===== config.mk =====
export PLATFORM = sky130hd
export DESIGN_NAME = div_seq_restoring_flat
export DESIGN_NICKNAME = d
export VERILOG_FILES = /design/src/rtl/div_seq_restoring_pkg.sv /design/src/rtl/div_seq_restoring_if.sv /design/src/rtl/div_seq_restoring_sub_cla.sv /design/src/rtl/div_seq_restoring.sv /design/src/flat_wrapper.sv
export SDC_FILE = /design/constraint.sdc
export NUM_CORES = 1
export LEC_CHECK = 0
export ABC_AREA = 1
export ABC_CLOCK_PERIOD_IN_PS = 17500
export CAP_MARGIN = 0
export CELL_PAD_IN_SITES_DETAIL_PLACEMENT = 1
export CELL_PAD_IN_SITES_GLOBAL_PLACEMENT = 1
export CORE_AREA = 2 2 146 148
export DETAILED_ROUTE_END_ITERATION = 6
export DIE_AREA = 0 0 148 150
export PLACE_DENSITY = 0.83
export SLEW_MARGIN = 20
export SYNTH_ARGS = -nofsm -noshare
export SYNTH_HDL_FRONTEND = slang
export SYNTH_SLANG_ARGS = --single-unit

===== constraint.sdc =====
create_clock -name clock -period 17.5 [get_ports clock]
set_clock_uncertainty 0.15 [all_clocks]
set_input_delay 4.375 -clock clock [delete_from_list [all_inputs] [get_ports clock]]
set_output_delay 4.375 -clock clock [all_outputs]
set_load 0.02 [all_outputs]

===== src/rtl/div_seq_restoring_pkg.sv =====
// Shared definitions for the sequential restoring divider: FSM encodings,
// CLA slice size and the 8-bit carry-lookahead slice used by the subtractor.
package div_seq_restoring_pkg;

   localparam int CLA_SLICE = 8;

   typedef enum logic [1:0] {
      DIV_IDLE = 2'd0,
      DIV_RUN  = 2'd1,
      DIV_FIX  = 2'd2,
      DIV_DONE = 2'd3
   } div_state_e;

   // One carry-lookahead slice: returns {carry_out, sum}.
   function automatic logic [CLA_SLICE:0] cla_slice_add(
      input logic [CLA_SLICE-1:0] a,
      input logic [CLA_SLICE-1:0] b,
      input logic                 cin
   );
      logic [CLA_SLICE-1:0] g;
      logic [CLA_SLICE-1:0] p;
      logic [CLA_SLICE:0]   c;
      g    = a & b;
      p    = a ^ b;
      c[0] = cin;
      for (int i = 0; i < CLA_SLICE; i++) begin
         c[i+1] = g[i] | (p[i] & c[i]);
      end
      return {c[CLA_SLICE], p ^ c[CLA_SLICE-1:0]};
   endfunction

endpackage


===== src/rtl/div_seq_restoring_if.sv =====
// Start/operand/result bundle between the control stage (master) and the
// divider (slave).
interface div_seq_restoring_if #(
   parameter int WIDTH = 32
);
   logic             ctrl_DIV;
   logic [WIDTH-1:0] data_operandA;
   logic [WIDTH-1:0] data_operandB;
   logic [WIDTH-1:0] data_result;
   logic             data_exception;
   logic             data_resultRDY;
   logic             busy;

   modport master (
      output ctrl_DIV,
      output data_operandA,
      output data_operandB,
      input  data_result,
      input  data_exception,
      input  data_resultRDY,
      input  busy
   );

   modport slave (
      input  ctrl_DIV,
      input  data_operandA,
      input  data_operandB,
      output data_result,
      output data_exception,
      output data_resultRDY,
      output busy
   );
endinterface


===== src/rtl/div_seq_restoring_sub_cla.sv =====
// N-bit subtractor a - b (a + ~b + 1) built from chained CLA slices plus a
// single-bit top stage. Operands are treated as unsigned; borrow_o=1 means
// a < b, i.e. the trial result is negative.
module div_seq_restoring_sub_cla
   import div_seq_restoring_pkg::*;
#(
   parameter int N = 33
) (
   input  logic [N-1:0] a_i,
   input  logic [N-1:0] b_i,
   output logic [N-1:0] diff_o,
   output logic         borrow_o
);

   localparam int NSLICE = (N - 1) / CLA_SLICE;

   logic [N-1:0]    b_inv_s;
   logic [NSLICE:0] carry_s;
   logic            top_p_s;
   logic            top_g_s;

   assign b_inv_s    = ~b_i;
   assign carry_s[0] = 1'b1;

   for (genvar s = 0; s < NSLICE; s++) begin : g_slice
      logic [CLA_SLICE:0] res_s;
      assign res_s = cla_slice_add(a_i[s*CLA_SLICE +: CLA_SLICE],
                                   b_inv_s[s*CLA_SLICE +: CLA_SLICE],
                                   carry_s[s]);
      assign diff_o[s*CLA_SLICE +: CLA_SLICE] = res_s[CLA_SLICE-1:0];
      assign carry_s[s+1] = res_s[CLA_SLICE];
   end

   // Top bit: one-bit stage so the width can be a slice multiple plus one.
   assign top_p_s     = a_i[N-1] ^ b_inv_s[N-1];
   assign top_g_s     = a_i[N-1] & b_inv_s[N-1];
   assign diff_o[N-1] = top_p_s ^ carry_s[NSLICE];
   assign borrow_o    = ~(top_g_s | (top_p_s & carry_s[NSLICE]));

endmodule


===== src/rtl/div_seq_restoring.sv =====
// Multicycle signed restoring divider: one quotient bit per clock on
// magnitudes, sign fixed up afterwards. Divide-by-zero finishes at once
// with the exception flag raised.
module div_seq_restoring
   import div_seq_restoring_pkg::*;
#(
   parameter int WIDTH = 32
) (
   input  logic                clock,
   input  logic                reset,
   div_seq_restoring_if.slave  bus
);

   localparam int CNT_W = $clog2(WIDTH) + 1;
   localparam int EXT_W = WIDTH + 1;

   div_state_e state_q, state_d;

   logic [WIDTH-1:0] r_q, r_d;
   logic [WIDTH-1:0] q_q, q_d;
   logic [WIDTH-1:0] d_q, d_d;
   logic [CNT_W-1:0] cnt_q, cnt_d;
   logic             neg_q, neg_d;

   logic [WIDTH-1:0] result_q, result_d;
   logic             exc_q, exc_d;
   logic             rdy_q, rdy_d;
   logic             busy_q, busy_d;

   logic             accept_s;
   logic [EXT_W-1:0] neg_a_in_s;
   logic [EXT_W-1:0] neg_a_s;
   logic             neg_a_borrow_s;
   logic [EXT_W-1:0] neg_b_s;
   logic             b_nonzero_s;
   logic [WIDTH-1:0] abs_a_s;
   logic [WIDTH-1:0] abs_b_s;
   logic [EXT_W-1:0] rem_shift_s;
   logic [EXT_W-1:0] trial_s;
   logic             trial_borrow_s;
   logic             unused_bits_s;

   assign accept_s = bus.ctrl_DIV &&
                     ((state_q == DIV_IDLE) || (state_q == DIV_DONE));

   // One negator serves |A| at start and -Q during FIX; the states never overlap.
   assign neg_a_in_s = (state_q == DIV_FIX) ? {1'b0, q_q}
                     : {bus.data_operandA[WIDTH-1], bus.data_operandA};

   div_seq_restoring_sub_cla #(.N(EXT_W)) u_neg_a (
      .a_i      ({EXT_W{1'b0}}),
      .b_i      (neg_a_in_s),
      .diff_o   (neg_a_s),
      .borrow_o (neg_a_borrow_s)
   );

   // 0 - B borrows exactly when B is non-zero, which doubles as the zero test.
   div_seq_restoring_sub_cla #(.N(EXT_W)) u_neg_b (
      .a_i      ({EXT_W{1'b0}}),
      .b_i      ({bus.data_operandB[WIDTH-1], bus.data_operandB}),
      .diff_o   (neg_b_s),
      .borrow_o (b_nonzero_s)
   );

   // Magnitudes: the min value negates to 2^(WIDTH-1), still exact in WIDTH bits.
   assign abs_a_s = bus.data_operandA[WIDTH-1] ? neg_a_s[WIDTH-1:0] : bus.data_operandA;
   assign abs_b_s = bus.data_operandB[WIDTH-1] ? neg_b_s[WIDTH-1:0] : bus.data_operandB;

   assign rem_shift_s = {r_q, q_q[WIDTH-1]};

   div_seq_restoring_sub_cla #(.N(EXT_W)) u_trial (
      .a_i      (rem_shift_s),
      .b_i      ({1'b0, d_q}),
      .diff_o   (trial_s),
      .borrow_o (trial_borrow_s)
   );

   // Top bits that are provably zero or not needed by the datapath.
   assign unused_bits_s = ^{neg_a_borrow_s, neg_a_s[WIDTH], neg_b_s[WIDTH], trial_s[WIDTH]};

   // FSM state register.
   always_ff @(posedge clock or posedge reset) begin
      if (reset) begin
         state_q <= DIV_IDLE;
      end else begin
         state_q <= state_d;
      end
   end

   // FSM next state: starts only accepted from IDLE/DONE, zero divisor short-cuts to DONE.
   always_comb begin
      state_d = state_q;
      case (state_q)
         DIV_IDLE, DIV_DONE: begin
            if (bus.ctrl_DIV) begin
               state_d = b_nonzero_s ? DIV_RUN : DIV_DONE;
            end else begin
               state_d = DIV_IDLE;
            end
         end
         DIV_RUN: begin
            if (cnt_q == CNT_W'(WIDTH - 1)) begin
               state_d = DIV_FIX;
            end else begin
               state_d = DIV_RUN;
            end
         end
         DIV_FIX: state_d = DIV_DONE;
         default: state_d = DIV_IDLE;
      endcase
   end

   // Datapath next state: operand capture on start, one restoring step per RUN cycle.
   always_comb begin
      r_d   = r_q;
      q_d   = q_q;
      d_d   = d_q;
      cnt_d = cnt_q;
      neg_d = neg_q;
      case (state_q)
         DIV_IDLE, DIV_DONE: begin
            if (accept_s && b_nonzero_s) begin
               r_d   = {WIDTH{1'b0}};
               q_d   = abs_a_s;
               d_d   = abs_b_s;
               cnt_d = {CNT_W{1'b0}};
               neg_d = bus.data_operandA[WIDTH-1] ^ bus.data_operandB[WIDTH-1];
            end else begin
               cnt_d = cnt_q;
            end
         end
         DIV_RUN: begin
            cnt_d = cnt_q + CNT_W'(1);
            if (!trial_borrow_s) begin
               r_d = trial_s[WIDTH-1:0];
               q_d = {q_q[WIDTH-2:0], 1'b1};
            end else begin
               r_d = rem_shift_s[WIDTH-1:0];
               q_d = {q_q[WIDTH-2:0], 1'b0};
            end
         end
         default: cnt_d = cnt_q;
      endcase
   end

   // Datapath registers.
   always_ff @(posedge clock or posedge reset) begin
      if (reset) begin
         r_q   <= {WIDTH{1'b0}};
         q_q   <= {WIDTH{1'b0}};
         d_q   <= {WIDTH{1'b0}};
         cnt_q <= {CNT_W{1'b0}};
         neg_q <= 1'b0;
      end else begin
         r_q   <= r_d;
         q_q   <= q_d;
         d_q   <= d_d;
         cnt_q <= cnt_d;
         neg_q <= neg_d;
      end
   end

   // FSM outputs: status follows the next state so the ports come straight from flops.
   always_comb begin
      result_d = result_q;
      exc_d    = 1'b0;
      rdy_d    = (state_d == DIV_DONE);
      busy_d   = (state_d == DIV_RUN) || (state_d == DIV_FIX);
      case (state_q)
         DIV_IDLE, DIV_DONE: begin
            if (bus.ctrl_DIV && !b_nonzero_s) begin
               exc_d    = 1'b1;
               result_d = {WIDTH{1'b0}};
            end else begin
               exc_d    = 1'b0;
            end
         end
         DIV_FIX: result_d = neg_q ? neg_a_s[WIDTH-1:0] : q_q;
         default: exc_d = 1'b0;
      endcase
   end

   // Output registers.
   always_ff @(posedge clock or posedge reset) begin
      if (reset) begin
         result_q <= {WIDTH{1'b0}};
         exc_q    <= 1'b0;
         rdy_q    <= 1'b0;
         busy_q   <= 1'b0;
      end else begin
         result_q <= result_d;
         exc_q    <= exc_d;
         rdy_q    <= rdy_d;
         busy_q   <= busy_d;
      end
   end

   assign bus.data_result    = result_q;
   assign bus.data_exception = exc_q;
   assign bus.data_resultRDY = rdy_q;
   assign bus.busy           = busy_q;

endmodule


===== src/flat_wrapper.sv =====
// flat-port wrapper written by rule: the top's interface ports become plain ports
module div_seq_restoring_flat import div_seq_restoring_pkg::*;
#(
   parameter int WIDTH = 32
)
  (clock, reset, bus_ctrl_DIV, bus_data_operandA, bus_data_operandB, bus_data_result, bus_data_exception, bus_data_resultRDY, bus_busy);
  div_seq_restoring_if #(.WIDTH(WIDTH)) bus_i ();
  input  logic clock;
  input  logic reset;
  input wire logic [$bits(bus_i.ctrl_DIV)-1:0] bus_ctrl_DIV;
  input wire logic [$bits(bus_i.data_operandA)-1:0] bus_data_operandA;
  input wire logic [$bits(bus_i.data_operandB)-1:0] bus_data_operandB;
  output wire logic [$bits(bus_i.data_result)-1:0] bus_data_result;
  output wire logic [$bits(bus_i.data_exception)-1:0] bus_data_exception;
  output wire logic [$bits(bus_i.data_resultRDY)-1:0] bus_data_resultRDY;
  output wire logic [$bits(bus_i.busy)-1:0] bus_busy;
  assign bus_i.ctrl_DIV = bus_ctrl_DIV;
  assign bus_i.data_operandA = bus_data_operandA;
  assign bus_i.data_operandB = bus_data_operandB;
  assign bus_data_result = bus_i.data_result;
  assign bus_data_exception = bus_i.data_exception;
  assign bus_data_resultRDY = bus_i.data_resultRDY;
  assign bus_busy = bus_i.busy;
  div_seq_restoring #(.WIDTH(WIDTH)) u_core (.clock(clock), .reset(reset), .bus(bus_i));
endmodule

==> out/results.txt <==
Root Buffer: clkbuf_16
clk slew on worst S/H paths: 60 ps
Final Hold Vio Count: 0
Sequential Power Share: 40.4%
grt ovf: 0
peak supply drop: 0.0000687 V
global-route wire length before repair: 40,600 um
status: completed
CORE AREA: 20,700 um2
CP Class: register to register
Final setup viols: 0
Required @ worst endpoint: 17,610 ps
Sink Count: 140
drc violations: 0
vias in the first global route: 8,122
max_cap viols: 0
die span in y: 150 um
Avg Cell Area, Syn: 8.37 um2
Comb power frac: 27.7%
actual slew at the worst max-slew pin: 842 ps
fraction of synthesis flops using an asynchronous set or reset pin: 100%
setup tns final: 0 ps
DR iter-0 viols: 403
routed length per instance: 17.2 um
post-layout power: 1.16 mW
Skew-Pair Late Insertion Delay: 430 ps
htree depth: 4
Post-synth EDFFs: 0
CTS resizes: 0
Slowest cell on crit path: fa_1
die area: 22,200 um2
min Tclk post-route: 15,930 ps
max incr delay on CP: 480 ps
Setup crit end kind: register
flops & latches, synth: 140
cell taking the most area after synthesis: dfrtp_1
Starting Density: 42.0%
via count: 7,513
top cell type's share of synthesized area: 40.3%
mapped cell area: 8680 um2
Netlist cell types: 29
Layout area overhead: 19.9%
Clk network pwr share: 31.9%
RD Place Congestion: 0.773
sequential fraction of the synthesis area: 40.3%
initial antenna violation count: 0
Clock Tree Buf Depth: 2
prevailing post-synth register cell: dfrtp_1
via/cell ratio: 5.42
CTS tree: done
Storage cell area: 3500 um2
RSZ-0062 raised after global routing: false
leakage power: 4.72 nW
hold_buf cts: 0
final WL: 23,900 um
area of the multi-input gates: 4460 um2
Crit path max-delay family: adder cells
most common cell after layout, fill and taps aside: nand2_1
Diodes inserted: 0
setup bufs post-CTS: 0
Inserted Clock Buffers: 17
IO buf count: 101
largest net degree at the start of global routing: 79
Antenna Nets Post-Route: 0
crit path max fanout: 40
worst rel slew slack: 43.8%
die extent in x: 148 um
HPWL Detailed: 15,400 um
commonest cells after routing, fill and taps aside: nand2_1, dfrtp_1, inv_1
P_sw: 0.418 mW
total track usage: 22.8%
fin nets: 1,263
Gate Count Post-Synth: 1,038
PwrDens: 111 nW/um2
Filler Cell Count: 2,447
Worst EP arrival: 16,040 ps
final slew viol count: 0
row cnt: 53
Synth area leaders: dfrtp_1, nand2_1, ha_1
Worst Setup Start Kind: register
Syn Nets: 1,201
Pint: 0.741 mW
final critical-path share of the clock period: 91.0%
Crit path top cell by count: fa_1
Sw Share: 36.1%
Hold Path Class: register to register
WP buf/inv: 3
# IOs: 102
Max Fclk: 0.0628 GHz
DRT Pass-1 Iters: 4
share of layout cells above drive strength 1: 4.95%
Yosys warnings: 0
## power by group through the flow
stage | logic (mW) | clock network, mW | registers, mW
2_1_floorplan | 0.244 | 0 | 0.454
3_3_place_gp | 0.306 | 0 | 0.468
3_5_place_dp | 0.318 | 0 | 0.473
4_1_cts | 0.325 | 0.375 | 0.469
5_1_grt | 0.368 | 0.390 | 0.479
6_report | 0.322 | 0.370 | 0.468
## sequential cells by signal (all words and copies together) (netlist names)
signal / cells
u_core.bus.data_resultRDY: 1
u_core.q_q: 32
u_core.bus.data_result: 32
u_core.r_q: 32
u_core.state_q: 2
u_core.bus.busy: 1
u_core.bus.data_exception: 1
u_core.cnt_q: 6
u_core.d_q: 32
u_core.neg_q: 1
## cells by family (layout without fill, tap and decap cells)
| kind of cell | after synthesis | after routing | share of synthesized area [%] |
|---|---|---|---|
| DFF | 140 | 140 | 40.3 |
| and+or+nand+nor | 426 | 426 | 20.0 |
| buffers and inverters | 177 | 251 | 8.46 |
| AOI/OAI and AO/OA | 198 | 198 | 14.6 |
| xor gates and xnor gates | 1 | 1 | 0.101 |
| adders and majority gates | 96 | 96 | 16.5 |
## per-stage QoR
stage	utilization, %	instances	setup WS (ps)	hold WS (ps)	area, um2
after floorplan	-	1038	2220	304	8680
after global placement	47.4	1356	1710	304	9800
after detailed placement	47.4	1356	1490	308	9810
after CTS	50.3	1387	1410	323	10400
after global routing	50.3	1387	945	350	10400
final	50.3	1387	1570	318	10400
## worst reg2reg max path, delay by kind of cell (launching register included)
kind | cells | cell delay (ps)
compound gates | 2 | 300
flops | 1 | 410
buf+inv | 3 | 420
fa+ha+maj | 32 | 14350
simple gates | 1 | 160
## cell type report
type	instances	share of cell area [%]
multi-input cells	721	42.9
flip-flops and latches	140	33.7
repair buffers	111	10.4
clock buffers	26	4.99
inverters	109	3.98
well taps	275	3.31
clock inverters	5	0.769
## Yosys cell counts (11+ instances only)
library cell	instances
a21boi_0	30
a21oi_1	32
a31oi_1	30
buf_2	26
clkbuf_1	36
dfrtp_1	140
fa_1	31
ha_1	65
inv_1	104
nand2_1	274
nand3_1	73
nor2_1	66
o211ai_1	30
o21ai_0	11
o22ai_1	61
## per-layer routing
| metal | track usage (%) | share of wire (%) | vias up |
|---|---|---|---|
| li1 | - | - | 3577 |
| met1 | 28.8 | 44 | 3759 |
| met3 | 3.69 | 3.3 | 24 |
| met2 | 40.9 | 52 | 153 |
| met5 | 0 | 0 | - |
| met4 | 5.43 | 1.2 | 0 |
## worst paths after layout
| check | from | to | slack, ps | depth (start not counted) |
|---|---|---|---|---|
| min reg2reg | u_core.bus.data_result[21]$_DFFE_PP0P_ | u_core.bus.data_result[21]$_DFFE_PP0P_ | 320 | 2 |
| min | u_core.bus.data_result[21]$_DFFE_PP0P_ | u_core.bus.data_result[21]$_DFFE_PP0P_ | 320 | 2 |
| max in group asynchronous | reset | u_core.r_q[30]$_DFFE_PP0P_ | 11600 | 3 |
| max | u_core.q_q[31]$_DFFE_PP0P_ | u_core.r_q[13]$_DFFE_PP0P_ | 1570 | 38 |
| max reg2reg | u_core.q_q[31]$_DFFE_PP0P_ | u_core.r_q[13]$_DFFE_PP0P_ | 1570 | 38 |
| min in group asynchronous | reset | u_core.bus.data_result[24]$_DFFE_PP0P_ | 4310 | 2 |
Note: power is estimated with default switching activity, not from simulation.
